## config.mk

```make
export PLATFORM = sky130hd
export DESIGN_NAME = alu_n_seq
export DESIGN_NICKNAME = d
export VERILOG_FILES = /design/src/rtl/alu_n_pkg.sv /design/src/rtl/alu_n_mul_iter.sv /design/src/rtl/alu_n_seq.sv
export SDC_FILE = /design/constraint.sdc
export NUM_CORES = 1
export LEC_CHECK = 0
export ABC_AREA = 1
export BUFFER_PORTS_ARGS = -buffer_cell sky130_fd_sc_hd__buf_2
export CAP_MARGIN = 25
export CORE_MARGIN = 4
export CORE_UTILIZATION = 39
export CTS_CLUSTER_SIZE = 28
export DETAILED_ROUTE_END_ITERATION = 7
export SLEW_MARGIN = 30
export SYNTH_ARGS = -nofsm -noshare
export SYNTH_HDL_FRONTEND = slang
export SYNTH_SLANG_ARGS = --single-unit
```

## constraint.sdc

```tcl
create_clock -name clk -period 3 [get_ports clk]
set_clock_uncertainty 0.05 [all_clocks]
set_input_delay 0.15 -clock clk [delete_from_list [all_inputs] [get_ports clk]]
set_output_delay 0.15 -clock clk [all_outputs]
set_load 0.005 [all_outputs]
```

## src/rtl/alu_n_pkg.sv

```systemverilog
// Shared opcodes, reserved-op boundary and FSM state encoding for the sequential N-bit ALU.
package alu_n_pkg;

  localparam logic [3:0] OP_NOTA = 4'b0000;
  localparam logic [3:0] OP_NOTB = 4'b0001;
  localparam logic [3:0] OP_AND  = 4'b0010;
  localparam logic [3:0] OP_OR   = 4'b0011;
  localparam logic [3:0] OP_XOR  = 4'b0100;
  localparam logic [3:0] OP_XNOR = 4'b0101;
  localparam logic [3:0] OP_ADD  = 4'b0110;
  localparam logic [3:0] OP_SUB  = 4'b0111;
  localparam logic [3:0] OP_SHL  = 4'b1000;
  localparam logic [3:0] OP_SHR  = 4'b1001;
  localparam logic [3:0] OP_SAR  = 4'b1010;
  localparam logic [3:0] OP_MUL  = 4'b1011;

  // Opcodes at or above this value are reserved and produce a zero result.
  localparam logic [3:0] OP_RSVD_LO = 4'b1100;

  typedef enum logic [1:0] {
    ST_IDLE = 2'd0,
    ST_BUSY = 2'd1,
    ST_DONE = 2'd2
  } state_t;

endpackage

```

## src/rtl/alu_n_mul_iter.sv

```systemverilog
// Iterative shift-add unsigned multiplier: one partial product per step, 2*WIDTH-bit product.
module alu_n_mul_iter #(
  parameter int WIDTH = 8
) (
  input  logic                 clk,
  input  logic                 reset,
  input  logic                 start,
  input  logic                 step,
  input  logic [WIDTH-1:0]     a,
  input  logic [WIDTH-1:0]     b,
  output logic                 done,
  output logic [2*WIDTH-1:0]   product
);

  localparam int CW = $clog2(WIDTH + 1);

  logic [2*WIDTH-1:0] mcand;
  logic [2*WIDTH-1:0] acc;
  logic [WIDTH-1:0]   mplier;
  logic [CW-1:0]      count;

  // product already includes the step being taken this cycle, so the final
  // step and the load of the result can share one edge.
  always_comb begin
    product = acc + (mplier[0] ? mcand : '0);
    done    = step && (count == CW'(WIDTH - 1));
  end

  always_ff @(posedge clk) begin
    if (reset) begin
      mcand  <= '0;
      acc    <= '0;
      mplier <= '0;
      count  <= '0;
    end else if (start) begin
      mcand  <= {{WIDTH{1'b0}}, a};
      acc    <= '0;
      mplier <= b;
      count  <= '0;
    end else if (step) begin
      acc    <= product;
      mcand  <= mcand << 1;
      mplier <= mplier >> 1;
      count  <= count + 1'b1;
    end
  end

endmodule

```

## src/rtl/alu_n_seq.sv

```systemverilog
// Registered N-bit flag ALU with valid/ready handshake and an iterative MUL.
// Optional macro ALU_SAT_EN: ADD/SUB saturate on signed overflow instead of wrapping.
import alu_n_pkg::*;

module alu_n_seq #(
  parameter int WIDTH = 8
) (
  input  logic             clk,
  input  logic             reset,
  input  logic             in_valid,
  output logic             in_ready,
  input  logic [WIDTH-1:0] a,
  input  logic [WIDTH-1:0] b,
  input  logic [3:0]       op,
  output logic             out_valid,
  input  logic             out_ready,
  output logic [WIDTH-1:0] result,
  output logic             c,
  output logic             n,
  output logic             z,
  output logic             v
);

  localparam int SW = (WIDTH > 1) ? $clog2(WIDTH) : 1;
  localparam logic [WIDTH-1:0] SAT_MAX = {1'b0, {(WIDTH-1){1'b1}}};
  localparam logic [WIDTH-1:0] SAT_MIN = {1'b1, {(WIDTH-1){1'b0}}};

  // Handshake: a transfer happens on a rising edge where valid and ready are
  // both high; in_ready is high only in IDLE and out_valid only in DONE, so
  // at most one operation is ever in flight.
  state_t state, state_next;

  logic                 mul_start, mul_step, mul_done;
  logic [2*WIDTH-1:0]   mul_prod;
  logic                 mul_hi;
  logic                 load_alu, load_mul;

  logic [WIDTH-1:0]     alu_res;
  logic                 alu_c, alu_v;
  logic [SW-1:0]        shamt;
  logic                 big_shift;
  logic [WIDTH-1:0]     b_eff;
  logic [WIDTH:0]       sum;
  logic [WIDTH:0]       shl_ext, shr_ext, sar_ext;

  alu_n_mul_iter #(.WIDTH(WIDTH)) u_mul (
    .clk     (clk),
    .reset   (reset),
    .start   (mul_start),
    .step    (mul_step),
    .a       (a),
    .b       (b),
    .done    (mul_done),
    .product (mul_prod)
  );

  assign mul_hi = |mul_prod[2*WIDTH-1:WIDTH];

  always_ff @(posedge clk) begin
    if (reset) state <= ST_IDLE;
    else       state <= state_next;
  end

  always_comb begin
    state_next = state;
    case (state)
      ST_IDLE: if (in_valid) state_next = (op == OP_MUL) ? ST_BUSY : ST_DONE;
      ST_BUSY: if (mul_done) state_next = ST_DONE;
      ST_DONE: if (out_ready) state_next = ST_IDLE;
      default: state_next = ST_IDLE;
    endcase
  end

  always_comb begin
    in_ready  = (state == ST_IDLE);
    out_valid = (state == ST_DONE);
    mul_start = (state == ST_IDLE) && in_valid && (op == OP_MUL);
    mul_step  = (state == ST_BUSY);
    load_alu  = (state == ST_IDLE) && in_valid && (op != OP_MUL);
    load_mul  = (state == ST_BUSY) && mul_done;
  end

  // Shift carries come from widening by one bit so the last bit shifted out
  // lands in the extra position; a zero shift leaves that bit clear.
  always_comb begin
    shamt     = b[SW-1:0];
    big_shift = (b >= WIDTH'(WIDTH));
    b_eff     = (op == OP_SUB) ? ~b : b;
    sum       = {1'b0, a} + {1'b0, b_eff} + {{WIDTH{1'b0}}, (op == OP_SUB)};
    shl_ext   = {1'b0, a} << shamt;
    shr_ext   = {a, 1'b0} >> shamt;
    sar_ext   = $signed({a, 1'b0}) >>> shamt;
    alu_res   = '0;
    alu_c     = 1'b0;
    alu_v     = 1'b0;
    case (op)
      OP_NOTA: alu_res = ~a;
      OP_NOTB: alu_res = ~b;
      OP_AND:  alu_res = a & b;
      OP_OR:   alu_res = a | b;
      OP_XOR:  alu_res = a ^ b;
      OP_XNOR: alu_res = ~(a ^ b);
      OP_ADD, OP_SUB: begin
        alu_res = sum[WIDTH-1:0];
        alu_c   = sum[WIDTH];
        alu_v   = (a[WIDTH-1] == b_eff[WIDTH-1]) && (sum[WIDTH-1] != a[WIDTH-1]);
`ifdef ALU_SAT_EN
        if (alu_v) alu_res = a[WIDTH-1] ? SAT_MIN : SAT_MAX;
`endif
      end
      OP_SHL: if (!big_shift) {alu_c, alu_res} = shl_ext;
      OP_SHR: if (!big_shift) {alu_res, alu_c} = shr_ext;
      OP_SAR: begin
        if (big_shift) alu_res = {WIDTH{a[WIDTH-1]}};
        else           {alu_res, alu_c} = sar_ext;
      end
      default: alu_res = '0;
    endcase
  end

  always_ff @(posedge clk) begin
    if (reset) begin
      result <= '0;
      c      <= 1'b0;
      n      <= 1'b0;
      z      <= 1'b0;
      v      <= 1'b0;
    end else if (load_alu) begin
      result <= alu_res;
      c      <= alu_c;
      n      <= alu_res[WIDTH-1];
      z      <= (alu_res == '0);
      v      <= alu_v;
    end else if (load_mul) begin
      result <= mul_prod[WIDTH-1:0];
      c      <= mul_hi;
      n      <= mul_prod[WIDTH-1];
      z      <= (mul_prod[WIDTH-1:0] == '0);
      v      <= mul_hi;
    end
  end

endmodule

```

==> flow_summary.toml <==
[setup_path]
crit_path_top_delay_cell = "fa_1"
crit_path_max_fanout = 4
startpoint_type = "flip-flop"
path_common_cell = "nand2_1"
regToRegStartpoint = "u_mul.mcand[0]$_SDFFE_PP0P_"
crit_chain = "nand2_1, inv_1, ha_1, inv_1, fa_1, o21ai_2, nand2_1, nand2_1, nand2_1, nand2_1, nand2_1, nand2_1, nand2_1, nor2_1, nand3_1, nand2_1, a21oi_1"
ff2ff_path_depth = 17
endpoint_kind = "flip-flop"
worstReg2RegEnd = "c$_SDFFE_PP0P_"
crit_arrival_ps = 2640
criticalPathCategory = "flip-flop to flip-flop"
cp.required_ps = 3170
reg2reg_slack_ps = 530
cp_slowest_stage_delay_ps = 420

[floorplan]
die_x_um = 123.1
initial_core_util_pct = 40.43
coreArea_um2 = 12770
rows = 41
die_h_um = 123.1
io_pins = 38
dieArea_um2 = 15150

[layout]
finish.utilization_pct = 45.12
fillers = 1357
fin_nets = 951
final_cells = 1061
drive_above_1_share_pct = 10.46
syn2layout_area_growth_pct = 11.58
antenna_cells = 0

[clock_tree]
h-tree-depth = 3
root_buffer = "clkbuf_16"
cts_resized = 0
cts_hold_buf = 0
clock_latency_ps = 330
cts_tree = "built"
clkTransAtPathRegs_ps = 50
cts_setup_buffers = 0
clock_sinks = 57
cts_buffer_depth = 2
cts_buffers = 9

[hold_path]
hp-class = "input pin to flip-flop"
hold_end = "state[1]$_SDFFE_PP0P_"
min_from = "out_ready"
hold_depth = 4

[synthesis]
synth_cells = 857
syn_area_um2 = 5165
ys_top_cells_by_area = "dfxtp_1 (22%), nand2_1 (20%), ha_1 (9.7%)"
synth_commonest_cells = "nand2_1 (276), inv_1 (100), nor2_1 (82), nand3_1 (64), dfxtp_1 (57)"
yosys.area.top_type_share_pct = 22.09
yosys_warnings = 0
synthFlopType = "dfxtp_1"
synth_cell_types = 44
yosysTopAreaCell = "dfxtp_1"
avgSynthCellArea_um2 = 6.027
yosysMostFrequentCell = "nand2_1"
syn_nets = 923
synthArstFlopShare_pct = 0
synth.yosys.seq_area_share_pct = 22.09
synth_edf_count = 0
synth_seq_cells = 57

[sta]
finalHoldViolations = 0
rsz0062_at_grt = "false"
max_slew_margin_pct = 60.74
period_share_pct = 82.40
slew_viol_final = 0
post-route-min-period_ps = 2472
worst_slack_ps = 528.1
setup_tns_ps = 0
worst_pin_slew_ps = 586.7
fmax_mhz = 404.5
setup_viol = 0
hold_ws_ps = 30.01

[route]
dr.pass1.iters = 5
wl_mm = 15.27
vias = 5417
drt-wirelength-per-cell_um = 14.39
drtIter0Drc = 440
drc = 0
via_per_inst = 5.106
ant_nets = 0

[placement]
gp_congestion = 0.9700
dp_slack_ps = 450.7
hpwl_mm = 11.83
portBuffers = 37
placed_cells = 1046

[status]
status = "completed"

[global_routing]
grt_pass1_wl_mm = 25.54
grt_overflow = 0
grt_use_total_pct = 21.26
grt_max_degree = 51
first_global_vias = 5050
antenna_found_initial = 0

[power_and_ir_drop]
vdd.ir_drop.worst_v = 0.0003060
p_per_area_nw_per_um2 = 373.4
p_leak_nw = 2.866

[job]
maxCapViolations = 0
cell usage in the layout, fill, tap and decap left out, types with 12 or more instances in the layout:
cell type  count
a31oi_1       14
dfxtp_1       57
buf_2         37
nor2_1        82
nand3_1       64
ha_1          40
o211ai_1      12
inv_1        100
a21oi_1       51
o21ai_0       32
nand2_1      276
metrics by stage:
stage	total power, W	instance area (um^2)
6_report	0.002152	5763
5_1_grt	0.002260	5763
3_3_place_gp	0.001220	5482
3_5_place_dp	0.001216	5482
4_1_cts	0.002169	5763
2_1_floorplan	0.001085	5165
cell families (layout without fill, tap and decap cells):
kind of cell | Yosys count | in the layout | synth area share [%]
AO/OA/AOI/OAI | 133 | 133 | 14.92
XOR/XNOR | 17 | 17 | 2.883
flip-flops | 57 | 57 | 22.09
buffers and inverters | 133 | 165 | 10.22
AND/OR/NAND/NOR | 475 | 475 | 39.41
adder cells (fa/ha/maj) | 42 | 42 | 10.47
layer usage:
layer / GRT usage [%] / vias to the layer above / part of all wire, %
li1: - / 2835 / -
met1: 29.58 / 2427 / 50
met2: 33.07 / 131 / 43
met3: 4.666 / 24 / 5.1
met4: 6.228 / 0 / 2.2
met5: 0 / - / 0
cell type report:
type	instances	area (um^2)	share of cell area, %
timing repair buffer	41	215.2	3.734
sequential	57	1141	19.80
clock buffer	12	266.5	4.624
clock inverter	3	15.01	0.2605
tap	172	215.2	3.734
multi-input combinational	667	3501	60.75
inverter	109	409.1	7.099
where the power goes:
part	internal (W)	leakage, nW	switching (W)
logic	0.000137	2.26	0.000281
registers	0.000778	0.461	0.0000115
clock network	0.000615	0.144	0.000330
worst max path at each step:
stage / end / slack (ps) / startpoint
after floorplan: c$_SDFFE_PP0P_ / 390 / u_mul.mplier[0]$_SDFFE_PP0P_
after global placement: z$_SDFFE_PP0P_ / 530 / op[3]
after detailed placement: z$_SDFFE_PP0P_ / 450 / op[2]
after CTS: c$_SDFFE_PP0P_ / 510 / u_mul.mcand[0]$_SDFFE_PP0P_
after global routing: c$_SDFFE_PP0P_ / 280 / u_mul.mcand[0]$_SDFFE_PP0P_
final: c$_SDFFE_PP0P_ / 530 / u_mul.mcand[0]$_SDFFE_PP0P_
flip-flops by register name (all words and copies together) (netlist names):
register / cells
c: 1
u_mul.acc: 16
z: 1
u_mul.count: 4
result: 8
u_mul.mplier: 8
state: 2
v: 1
u_mul.mcand: 16
worst max-delay path, delay by kind of cell (launching register included):
kind | cells | cell delay (ps)
adders and majority gates | 2 | 610
buffers and inverters | 2 | 130
AOI/OAI and AO/OA | 2 | 330
and+or+nand+nor | 11 | 900
DFF | 1 | 360
Note: power is estimated with default switching activity, not from simulation.
